## config.mk

```make
export PLATFORM = sky130hd
export DESIGN_NAME = ramdrv_sched
export DESIGN_NICKNAME = d
export VERILOG_FILES = /design/src/rtl/ramdrv_sched.sv
export SDC_FILE = /design/constraint.sdc
export NUM_CORES = 1
export LEC_CHECK = 0
export CAP_MARGIN = 20
export CORE_ASPECT_RATIO = 0.5
export CORE_MARGIN = 3
export CORE_UTILIZATION = 39
export DETAILED_ROUTE_END_ITERATION = 10
export PLACE_DENSITY_LB_ADDON = 0.08
export RECOVER_POWER = 25
export SLEW_MARGIN = 0
export SYNTH_ARGS = -nofsm -noshare
export SYNTH_HDL_FRONTEND = slang
export SYNTH_SLANG_ARGS = --single-unit
```

## constraint.sdc

```tcl
create_clock -name clk -period 2 [get_ports clk]
set_clock_uncertainty 0.05 [all_clocks]
set_input_delay 0.4 -clock clk [delete_from_list [all_inputs] [get_ports clk]]
set_output_delay 0.4 -clock clk [all_outputs]
set_load 0.05 [all_outputs]
```

## src/rtl/ramdrv_sched.sv

```systemverilog
`default_nettype none
// ============================================================================
//  Module   : ramdrv_sched
//  Purpose  : Per-channel ring-buffer sequencer for the sample RAM driver.
//             For one channel per request it reads the channel's head offset
//             from the head-register bank, issues the new-sample write slot,
//             walks all filter taps newest-to-oldest with wrap-around and
//             finally advances the head. Sole master of the head-bank lines.
//  Ports    : clk, rst                  - clock, sync active-high reset
//             cfg_valid, cfg_length     - ring length load (L, ring = L+1)
//             start, start_index        - one-channel pass request
//             ready, busy, done         - status / completion pulse
//             hd_init/inc/read, hd_index, hd_length, hd_offset - head bank
//             ram_we, ram_re, ram_addr  - sample RAM {channel, offset}
//             tap_valid, tap_last, tap_num - MAC datapath qualifiers
//  Revision : 1.0 - initial release
// ============================================================================
module ramdrv_sched #(
  parameter int DATA_OFFSET_WIDTH  = 10,
  parameter int VECTOR_INDEX_WIDTH = 4
) (
  input  logic                                        clk,
  input  logic                                        rst,
  input  logic                                        cfg_valid,
  input  logic [DATA_OFFSET_WIDTH-1:0]                cfg_length,
  input  logic                                        start,
  input  logic [VECTOR_INDEX_WIDTH-1:0]               start_index,
  output logic                                        ready,
  output logic                                        busy,
  output logic                                        done,
  output logic                                        hd_init,
  output logic                                        hd_inc,
  output logic                                        hd_read,
  output logic [VECTOR_INDEX_WIDTH-1:0]               hd_index,
  output logic [DATA_OFFSET_WIDTH-1:0]                hd_length,
  input  logic [DATA_OFFSET_WIDTH-1:0]                hd_offset,
  output logic                                        ram_we,
  output logic                                        ram_re,
  output logic [VECTOR_INDEX_WIDTH+DATA_OFFSET_WIDTH-1:0] ram_addr,
  output logic                                        tap_valid,
  output logic                                        tap_last,
  output logic [DATA_OFFSET_WIDTH-1:0]                tap_num
);

  typedef enum logic [2:0] {
    S_IDLE = 3'd0,
    S_CFG  = 3'd1,
    S_RD   = 3'd2,
    S_WR   = 3'd3,
    S_TAP  = 3'd4,
    S_INC  = 3'd5,
    S_DONE = 3'd6
  } state_t;

  state_t                          state_q, state_d;
  logic [DATA_OFFSET_WIDTH-1:0]    len_q,  len_d;
  logic [VECTOR_INDEX_WIDTH-1:0]   idx_q,  idx_d;
  logic [DATA_OFFSET_WIDTH-1:0]    head_q, head_d;
  logic [DATA_OFFSET_WIDTH-1:0]    ptr_q,  ptr_d;
  logic [DATA_OFFSET_WIDTH-1:0]    k_q,    k_d;

  always_ff @(posedge clk) begin
    if (rst) begin
      state_q <= S_IDLE;
      len_q   <= '0;
      idx_q   <= '0;
      head_q  <= '0;
      ptr_q   <= '0;
      k_q     <= '0;
    end else begin
      state_q <= state_d;
      len_q   <= len_d;
      idx_q   <= idx_d;
      head_q  <= head_d;
      ptr_q   <= ptr_d;
      k_q     <= k_d;
    end
  end

  always_comb begin
    state_d   = state_q;
    len_d     = len_q;
    idx_d     = idx_q;
    head_d    = head_q;
    ptr_d     = ptr_q;
    k_d       = k_q;
    ready     = 1'b0;
    busy      = 1'b0;
    done      = 1'b0;
    hd_init   = 1'b0;
    hd_inc    = 1'b0;
    hd_read   = 1'b0;
    hd_index  = '0;
    hd_length = '0;
    ram_we    = 1'b0;
    ram_re    = 1'b0;
    ram_addr  = '0;
    tap_valid = 1'b0;
    tap_last  = 1'b0;
    tap_num   = '0;

    case (state_q)
      S_IDLE: begin
        ready = 1'b1;
        // A configuration load takes priority; a coincident start is dropped.
        if (cfg_valid) begin
          len_d   = cfg_length;
          state_d = S_CFG;
        end else if (start) begin
          idx_d   = start_index;
          state_d = S_RD;
        end
      end
      S_CFG: begin
        hd_init   = 1'b1;
        hd_length = len_q;
        state_d   = S_IDLE;
      end
      S_RD: begin
        busy     = 1'b1;
        hd_read  = 1'b1;
        hd_index = idx_q;
        head_d   = hd_offset;
        state_d  = S_WR;
      end
      S_WR: begin
        busy     = 1'b1;
        ram_we   = 1'b1;
        ram_addr = {idx_q, head_q};
        ptr_d    = head_q;
        k_d      = '0;
        state_d  = S_TAP;
      end
      S_TAP: begin
        busy      = 1'b1;
        ram_re    = 1'b1;
        tap_valid = 1'b1;
        ram_addr  = {idx_q, ptr_q};
        tap_num   = k_q;
        // Walk newest-to-oldest; offset 0 wraps back to the top of the ring.
        ptr_d     = (ptr_q == '0) ? len_q : ptr_q - 1'b1;
        k_d       = k_q + 1'b1;
        // Termination compares k against L before incrementing, so a full
        // 2**W ring ends cleanly even though k itself would wrap afterwards.
        if (k_q == len_q) begin
          tap_last = 1'b1;
          state_d  = S_INC;
        end
      end
      S_INC: begin
        busy     = 1'b1;
        hd_inc   = 1'b1;
        hd_index = idx_q;
        state_d  = S_DONE;
      end
      S_DONE: begin
        busy    = 1'b1;
        done    = 1'b1;
        state_d = S_IDLE;
      end
      default: begin
        state_d = S_IDLE;
      end
    endcase
  end

endmodule
`default_nettype wire

```

==> flow_summary.yaml <==
clocking:
  numCtsBuffers: 5
  cts.clk_slew.worst_paths_ns: 0.06
  cts_hold_buf: 0
  cts_root_buffer: "clkbuf_16"
  cts_buffer_depth: 2
  cts_sinks: 47
  insertion_delay_ns: 0.29
  htree_levels: 2
  cts_tree: "built"
layout:
  diodes: 0
  design_area_um2: 4760
  final_cells: 536
  area_delta_synth_final_pct: 83.6
  drive_gt1_share_pct: 40.8
  fin_nets: 477
  final_core_util_pct: 76.1
  mostFrequentLayoutCell: "nand2_1"
  fillCellCount: 432
  final_cell_mix: "53 x nand2_1, 47 x buf_12, 43 x dfxtp_1"
status:
  status: "finished with violations"
  violations: "setup timing"
routing:
  drt_iter0_markers: 230
  wirelength_mm: 9.49
  drtAntennaViolNets: 0
  viasPerCell: 5.36
  first_pass_iters: 5
  wl_per_cell_um: 17.7
  drc: 0
  vias: 2871
sta:
  worst_pin_slew_ns: 0.474
  slew-limit-headroom_pct: 68.3
  rsz0062_at_grt: "yes"
  fmax_mhz: 475
  post-route-period-util_pct: 105
  setup_ws_ns: -0.104
  hold_ws_ns: 0.431
  final-hold-violation-count: 0
  setup_viol: 32
  fin_crit_ns: 2.10
  drv_slew: 0
floorplan:
  rows: 20
  io_pins: 76
  die_h_um: 63.7
  dieArea_um2: 7720
  core_um2: 6260
  fp.dieW_um: 121
  initial_core_util_pct: 41.4
place:
  dp_hpwl_mm: 6.52
  dp.cells: 510
  gp_congestion: 0.900
  placed_area_um2: 4160
  numPortBuffers: 75
synthesis:
  avgSynthCellArea_um2: 7.74
  yosys_warnings: 0
  ys_ff_latch: 47
  syn_inst: 335
  synthesis.nets: 365
  syn_area_um2: 2590
  synth_cell_type_count: 58
  synth-async-reset-ratio_pct: 0
  synth.yosys.seq_area_share_pct: 36.3
  ys.flop_type: "dfxtp_1"
  synth_enable_flop_cells: 0
global_route:
  grt_pass1_vias: 2867
  antenna_found_initial: 0
  grt_first_pass_wirelength_mm: 14.8
  grt-ovfl-total: 0
  grt_usage_pct: 24.2
  grt_max_degree: 30
setup_path:
  end_kind: "output pin"
  crit_required_ns: 1.55
  crit_path_start_kind: "register"
  arrival_ns: 1.65
  path_max_fanout: 4
  crit_type: "reg2out"
hold_path:
  holdCritPathClass: "reg2reg"
power_and_ir_drop:
  leakagePower_uw: 0.00199
  pwr_density_cell_nw_per_um2: 545
  peakVddDrop_v: 0.000411
job:
  cap_viol_max_count: 0
## flip-flops by register name, summed over array words and instances, names as in the netlist
signal   count
idx_q        4
ptr_q       10
state_q      3
head_q      10
k_q         10
len_q       10
## logic make-up (layout without fill, tap and decap cells)
group                    count (synthesis)  after routing  synth area share (%)
buffers and inverters                   35            148                  5.98
adder cells (fa/ha/maj)                  2              2                 0.965
AO/OA/AOI/OAI                           80             80                  20.2
flip-flops                              47             47                  36.3
multiplexers                             4              4                  1.64
XOR/XNOR                                12             12                  4.05
AND/OR/NAND/NOR                        155            155                  30.8
## routing by layer
metal	vias up	GRT usage (%)	routed length, um
met5	-	0	0
met4	0	4.47	99
met3	13	7.71	821
met2	116	37.3	4240
met1	1363	33.4	4330
li1	1379	-	-
## synth_stat cells, types with 3 or more instances
library cell  instances  area (um2)
a21oi_1              37         185
a22o_1                4        35.0
a22oi_1               7        52.6
and2_1               25         156
buf_2                 4        20.0
clkbuf_1             15        56.3
dfxtp_1              47         941
inv_1                10        37.5
nand2_1              65         244
nand3_1               8        40.0
nand3b_1              3        22.5
nor2_1               20        75.1
nor2b_1               6        37.5
nor3_1                4        20.0
nor4_1                3        18.8
o211ai_1              4        30.0
o21ai_0               7        35.0
or3_1                 3        18.8
or4_1                 3        22.5
xor2_1               11        96.3
## stage by stage
step                      power, uW  worst slack, ns  TNS [ns]
after global placement         1540           0.0954         0
after floorplan                1300           -0.144     -1.64
final                          2590           -0.104     -1.16
after detailed placement       1550           0.0789         0
after global routing           2680           -0.128     -2.46
after CTS                      2550          -0.0782     -1.16
## where the power goes
part	total, uW	internal [uW]	leakage, uW	switching (uW)
Combinational	600	290	0.00152	311
Clock	981	622	0.0000868	359
Sequential	1010	975	0.000383	37.5
## critical path, stage by stage (launching register included)
cell and delay, ns:
dfxtp_2 0.33, or3b_4 0.45, nor4_4 0.19, nand3_2 0.15, clkinvlp_4 0.12, buf_12 0.13
## final cells by class
type,instances,area [um2],area share (%)
Clock buffer,6,139,2.92
Sequential cell,47,946,19.9
Multi-Input combinational cell,253,1760,37.0
Clock inverter,2,35.0,0.736
Tap cell,88,110,2.31
Timing Repair Buffer,129,1710,36.0
Inverter,11,52.6,1.10
## timing repair
action,in CTS,in global routing
setup endpoints to repair,38,44
cloned,1,3
resized for setup,33,40
buffers inserted,6,9
pin swaps,5,21
## worst paths after layout
check,startpoint,end,slack [ns],cells after the start
max,state_q[0],tap_last,-0.10,5
min reg2reg,head_q[8],head_q[8],0.43,2
max reg2reg,state_q[0],ptr_q[7],0.09,6
min,head_q[8],head_q[8],0.43,2
No activity file was read; power rests on OpenSTA's default activity.
